--- src/rtl/fiforam_rd_sched.sv ---
// Read-side scheduler for the shared FIFORAM line buffer: round-robin grant of
// single-word reads, response routing, and per-entry pass counting with head pop.
//
//   state  | meaning
//   -------+----------------------------------------------------------
//   S_IDLE | no read outstanding; grant and issue a read this cycle
//   S_WAIT | read issued, waiting for rvalid or the timeout to expire
//   S_POP  | reuse count reached; pop the FIFORAM head for one cycle
module fiforam_rd_sched #(
    parameter int NREQ    = 4,
    parameter int DW      = 16,
    parameter int PASSBW  = 4,
    parameter int TIMEOUT = 64
) (
    input  logic              i_clk,
    input  logic              i_rst,
    input  logic [NREQ-1:0]   i_req_rdy,
    input  logic [NREQ-1:0]   i_req_last,
    output logic [NREQ-1:0]   o_req_ack,
    output logic [NREQ-1:0]   o_rsp_dval,
    output logic [DW-1:0]     o_rsp_data,
    output logic              o_ram_read,
    output logic              o_ram_lastpix,
    output logic              o_ram_pop,
    input  logic [DW-1:0]     i_ram_rdata,
    input  logic              i_ram_rvalid,
    input  logic [PASSBW-1:0] i_pass_num,
    output logic [PASSBW-1:0] o_pass_cnt,
    output logic              o_busy,
    output logic              o_err
);

    localparam int PW = (NREQ > 1) ? $clog2(NREQ) : 1;
    localparam int TW = $clog2(TIMEOUT + 1);
    localparam logic [PW:0]       NREQ_W   = (PW + 1)'(NREQ);
    localparam logic [PW-1:0]     LAST_IDX = PW'(NREQ - 1);
    localparam logic [TW-1:0]     TMO_LOAD = TW'(TIMEOUT - 1);
    localparam logic [PASSBW-1:0] PASS_MAX = '1;

    typedef enum logic [1:0] {S_IDLE, S_WAIT, S_POP} state_t;

    state_t              state, state_nxt;
    logic [PW-1:0]       rr_ptr;
    logic [PW-1:0]       gnt_q;
    logic                last_q;
    logic [PASSBW-1:0]   pass_cnt;
    logic [TW-1:0]       tmo_cnt;
    logic                err_q;
    logic [NREQ-1:0]     rsp_dval;
    logic [DW-1:0]       rsp_data;

    logic [2*NREQ-1:0]   rdy_dbl;
    logic [NREQ-1:0]     rdy_rot;
    logic                gnt_vld;
    logic [PW-1:0]       gnt_off;
    logic [PW:0]         gnt_sum;
    logic [PW-1:0]       gnt_idx;
    logic                gnt_fire;
    logic [PASSBW-1:0]   pass_inc;
    logic [PASSBW-1:0]   pass_lim;

    // Rotate requests so bit 0 is rr_ptr; the first set bit is the grant offset.
    assign rdy_dbl = {i_req_rdy, i_req_rdy} >> rr_ptr;
    assign rdy_rot = rdy_dbl[NREQ-1:0];

    // Round-robin search: first pending requester at or after rr_ptr, with wrap.
    always_comb begin
        gnt_vld = 1'b0;
        gnt_off = '0;
        for (int i = 0; i < NREQ; i++) begin
            if (!gnt_vld && rdy_rot[i]) begin
                gnt_vld = 1'b1;
                gnt_off = PW'(i);
            end
        end
        gnt_sum = {1'b0, rr_ptr} + {1'b0, gnt_off};
        gnt_idx = (gnt_sum >= NREQ_W) ? PW'(gnt_sum - NREQ_W) : gnt_sum[PW-1:0];
    end

    assign pass_inc = (pass_cnt == PASS_MAX) ? pass_cnt : pass_cnt + 1'b1;
    assign pass_lim = (i_pass_num == '0) ? PASSBW'(1) : i_pass_num;

    // FSM state register.
    always_ff @(posedge i_clk) begin
        if (i_rst) state <= S_IDLE;
        else       state <= state_nxt;
    end

    // Next state and grant-cycle strobes; strobes held low while in reset.
    always_comb begin
        state_nxt     = state;
        gnt_fire      = 1'b0;
        o_req_ack     = '0;
        o_ram_read    = 1'b0;
        o_ram_lastpix = 1'b0;
        o_ram_pop     = 1'b0;
        case (state)
            S_IDLE: begin
                if (gnt_vld && !i_rst) begin
                    gnt_fire      = 1'b1;
                    o_req_ack     = NREQ'(1) << gnt_idx;
                    o_ram_read    = 1'b1;
                    o_ram_lastpix = i_req_last[gnt_idx];
                    state_nxt     = S_WAIT;
                end
            end
            S_WAIT: begin
                if (i_ram_rvalid) begin
                    if (last_q && (pass_inc >= pass_lim)) state_nxt = S_POP;
                    else                                  state_nxt = S_IDLE;
                end else if (tmo_cnt == '0) begin
                    state_nxt = S_IDLE;
                end
            end
            S_POP: begin
                o_ram_pop = 1'b1;
                state_nxt = S_IDLE;
            end
            default: state_nxt = S_IDLE;
        endcase
    end

    // Grant bookkeeping, timeout down-counter, response register and pass count.
    always_ff @(posedge i_clk) begin
        if (i_rst) begin
            rr_ptr   <= '0;
            gnt_q    <= '0;
            last_q   <= 1'b0;
            pass_cnt <= '0;
            tmo_cnt  <= '0;
            err_q    <= 1'b0;
            rsp_dval <= '0;
            rsp_data <= '0;
        end else begin
            rsp_dval <= '0;
            if (gnt_fire) begin
                gnt_q   <= gnt_idx;
                last_q  <= i_req_last[gnt_idx];
                rr_ptr  <= (gnt_idx == LAST_IDX) ? '0 : gnt_idx + 1'b1;
                tmo_cnt <= TMO_LOAD;
            end
            if (state == S_WAIT) begin
                if (i_ram_rvalid) begin
                    rsp_dval <= NREQ'(1) << gnt_q;
                    rsp_data <= i_ram_rdata;
                    if (last_q) pass_cnt <= pass_inc;
                end else if (tmo_cnt == '0) begin
                    err_q <= 1'b1;
                end else begin
                    tmo_cnt <= tmo_cnt - 1'b1;
                end
            end
            if (state == S_POP) pass_cnt <= '0;
        end
    end

    assign o_rsp_dval = rsp_dval;
    assign o_rsp_data = rsp_data;
    assign o_pass_cnt = pass_cnt;
    assign o_err      = err_q;
    // Busy also covers the cycle in which the response is handed to the consumer.
    assign o_busy     = (state != S_IDLE) || (|rsp_dval);

endmodule

--- config.mk ---
export PLATFORM = sky130hd
export DESIGN_NAME = fiforam_rd_sched
export DESIGN_NICKNAME = d
export VERILOG_FILES = /design/src/rtl/fiforam_rd_sched.sv
export SDC_FILE = /design/constraint.sdc
export NUM_CORES = 1
export LEC_CHECK = 0
export ABC_AREA = 0
export CAP_MARGIN = 20
export CELL_PAD_IN_SITES_DETAIL_PLACEMENT = 1
export CELL_PAD_IN_SITES_GLOBAL_PLACEMENT = 2
export CORE_MARGIN = 2
export CORE_UTILIZATION = 26
export DETAILED_ROUTE_END_ITERATION = 10
export PLACE_DENSITY = 0.77
export SYNTH_ARGS = -nofsm -noshare
export SYNTH_HDL_FRONTEND = slang
export SYNTH_SLANG_ARGS = --single-unit
--- constraint.sdc ---
create_clock -name i_clk -period 3.4 [get_ports i_clk]
set_clock_uncertainty 0.15 [all_clocks]
set_input_delay 0.68 -clock i_clk [delete_from_list [all_inputs] [get_ports i_clk]]
set_output_delay 0.68 -clock i_clk [all_outputs]
set_load 0.05 [all_outputs]
==> results_dict.tcl, run 1 <==
set metrics [dict create \
    worstReg2RegStart "rr_ptr[0]$_SDFFE_PP0P_" \
    worst-setup-path-type "in2out" \
    track_usage 0.1380 \
    hold_end "o_rsp_data[2]$_SDFFE_PP0P_" \
    synth_edf_count 0 \
    start_util 0.2708 \
    finalSetupViolCount 0 \
    start_kind "primary input" \
    arrival_ns 2.51 \
    core_region_area_mm2 0.007292 \
    htree_levels 2 \
    p_sw_mw 0.5304 \
    seq_area_frac_synth 0.3954 \
    vias 1964 \
    grt_pass1_wl_mm 9.404 \
    synth_common_cells "nand2_1, dfxtp_1, a21oi_1, nor2_1" \
    grt_overflow 0 \
    drt-initial-drc-count 40 \
    power.density_mw_per_mm2 487.9 \
    hold_depth 2 \
    area_growth_pct 54.56 \
    layout-drive-gt1-share 0.1988 \
    antenna_cells 0 \
    drc 0 \
    dieArea_mm2 0.008307 \
    gp_congestion 0.7837 \
    vdd_drop_max_uv 176.3 \
    drtAntennaViolNets 0 \
    synth_most_common_cell "nand2_1" \
    ys.flop_type "dfxtp_1" \
    maxCapViolations 0 \
    num_rows 31 \
    drt_wl_total_mm 5.547 \
    synth-async-reset-ratio 0 \
    seq_area_um2 784.5 \
    die_w_um 91.14 \
    final_max_slew_viol_count 0 \
    synth_area_mm2 0.001974 \
    hold_violations 0 \
    ys_seq_elements 39 \
    cts_sinks 39 \
    antenna_found_initial 0 \
    hold_class "reg2reg" \
    min_from "o_rsp_data[2]$_SDFFE_PP0P_" \
    period_needed_ns 3.340 \
    syn-mean-instance-area_um2 8.159 \
    cp_max_fo 4 \
    cts_buffers 5 \
    synth_cell_types 49 \
    cts_root_buf "clkbuf_8" \
    p_sw_frac 0.3562 \
    outcome "finished clean" \
    p_int_mw 0.9585 \
    synthCells 242 \
    dpl.hpwl_mm 4.191 \
    fillCellCount 884 \
    cts_hold_buf 0 \
    synth_fp_nets 284 \
    synth_top_cell_area_share 0.3954 \
    cts_tree "done" \
    clk_latency_ns 0.29 \
    synth_area_leaders "dfxtp_1, nand2_1, ha_1" \
    regToRegSetupSlack_ns 0.95 \
    rr_worst_depth 11 \
    cts.clk_slew.worst_paths_ns 0.07 \
    worst_setup_path_end_kind "output pin" \
    required_ns 2.57 \
    grt_max_degree 34 \
    die_y_um 91.14 \
    p_total_mw 1.489 \
    fmax_ghz 0.2994 \
    multiInputGateArea_mm2 0.001184 \
    grt_pass1_vias 2009 \
    cts_buffer_depth 2 \
    power_frac_seq 0.372 \
    wire_per_inst_um 13.18 \
    ios 64 \
    r2r-end "last_q$_SDFFE_PP0P_" \
    whs_ns 0.3055 \
    slew_headroom 0.6409 \
    p_clk_frac 0.203 \
    synth_top_cell_by_area "dfxtp_1" \
    firstDrtPassIters 4 \
    rsz0062_at_grt "true" \
    final_util 0.4185 \
    finalCritPeriodShare 0.9823 \
    yosys_warnings 0 \
    vias_per_cell 4.665 \
    leakagePower_nw 1.185 \
    power_frac_comb 0.425 \
    port_buffers 63 \
    final_nets 363 \
    worst_pin_slew_ns 0.5370 \
]
==> flip-flops by register name (all words and copies together) (netlist names) <==
register and cells:
o_err 1, last_q 1, gnt_q 2, tmo_cnt 7, o_pass_cnt 4, state 2, rr_ptr 2, o_rsp_dval 4
o_rsp_data 16
==> power by group through the flow <==
stage / combinational, mW / clock, mW / sequential, mW
floorplan: 0.300 / 0 / 0.568
global placement: 0.547 / 0 / 0.561
detailed placement: 0.556 / 0 / 0.562
CTS: 0.598 / 0.318 / 0.554
global route: 0.696 / 0.339 / 0.564
finish: 0.632 / 0.302 / 0.555
==> cell type report <==
| cell class | instances | area share |
|---|---|---|
| Multi-Input combinational cell | 182 | 0.3879 |
| Timing Repair Buffer | 84 | 0.2751 |
| Sequential cell | 39 | 0.2571 |
| Tap cell | 99 | 0.04059 |
| Clock buffer | 7 | 0.02501 |
| Inverter | 9 | 0.01271 |
| Clock inverter | 1 | 0.001640 |
==> repair_timing <==
item | 4_1_cts | 5_1_grt
setup buffers | 2 | 1
cloned | 0 | 0
setup endpoints to repair | 5 | 5
gates resized for setup | 29 | 21
pin swaps | 5 | 10
==> routing by layer <==
metal	global-route usage	wire length (um)
met3	0.04398	394
met1	0.1731	2484
met5	0	0
met4	0.04167	44
met2	0.2259	2623
==> cells by family (layout without fill, tap and decap cells) <==
kind of cell / Yosys count / count (layout) / share of synthesized area
AND/OR/NAND/NOR: 112 / 112 / 0.2668
AO/OA/AOI/OAI: 50 / 50 / 0.1730
flip-flops: 39 / 39 / 0.3954
buffers and inverters: 21 / 101 / 0.04943
adder cells (fa/ha/maj): 11 / 11 / 0.06971
XOR/XNOR: 5 / 5 / 0.02218
multiplexers: 4 / 4 / 0.02345
==> worst max path at each step <==
stage	start	endpoint	slack [ns]	cells past startpoint
after detailed placement	i_req_rdy[3]	o_ram_lastpix	-0.45	12
final	i_req_rdy[1]	o_ram_lastpix	0.06	12
after floorplan	i_req_rdy[1]	o_req_ack[3]	0.02	12
after global placement	i_req_rdy[3]	o_ram_lastpix	-0.42	12
after CTS	i_req_rdy[1]	o_req_ack[1]	0.008	13
after global routing	i_req_rdy[1]	o_ram_lastpix	-0.03	12
==> placed cells by master, fill, tap and decap left out, types with 2 or more instances in the layout <==
master,Yosys,layout
nand2_1,47,47
nand2b_1,2,2
ha_1,11,8
and3b_1,2,2
nor4b_1,3,3
nand3b_1,2,2
nor2b_1,2,2
dfxtp_1,39,38
nor2_4,0,3
and2_4,0,3
mux2i_1,2,2
buf_12,0,4
buf_6,1,7
clkbuf_8,0,5
clkbuf_1,7,2
xnor2_1,2,2
xor2_1,3,2
a21oi_1,26,24
nor4_1,3,2
a21o_1,2,2
a311oi_1,2,2
nand3_1,5,5
o21ai_0,4,3
ha_2,0,3
nor2_1,23,21
a21oi_2,1,3
nor3_1,11,10
clkdlybuf4s50_1,0,53
inv_1,8,8
a211oi_1,4,4
buf_4,1,20
==> worst max-delay path: stages <==
cell       delay, ns
buf_6           0.11
nor2_4          0.14
nor4_4          0.04
a21oi_1         0.15
o211ai_1        0.12
ha_2            0.22
xor2_2          0.15
and3_4          0.18
buf_6           0.12
a2111oi_4       0.36
nor3_2          0.08
buf_6           0.16
==> stage by stage <==
step                setup TNS [ns]  setup WS [ns]  cells  area [um^2]
floorplan                        0        0.01564    242         1979
global placement            -1.996        -0.4183    410         2845
detailed placement          -2.091        -0.4549    410         2845
CTS                              0       0.008344    420         2977
global route              -0.04846       -0.03222    421         3052
finish                           0        0.06002    421         3052
Note: power is estimated with default switching activity, not from simulation.
==> run 2, diff against run 1 <==
--- a/config.mk
+++ b/config.mk
@@ -12,6 +12,7 @@
 export CORE_MARGIN = 2
 export CORE_UTILIZATION = 26
 export DETAILED_ROUTE_END_ITERATION = 10
+export GPL_TIMING_DRIVEN = 1
 export PLACE_DENSITY = 0.77
 export SYNTH_ARGS = -nofsm -noshare
 export SYNTH_HDL_FRONTEND = slang
==> results of run 2 <==
No change in the layout: final DEF, timing and power equal those of run 1.
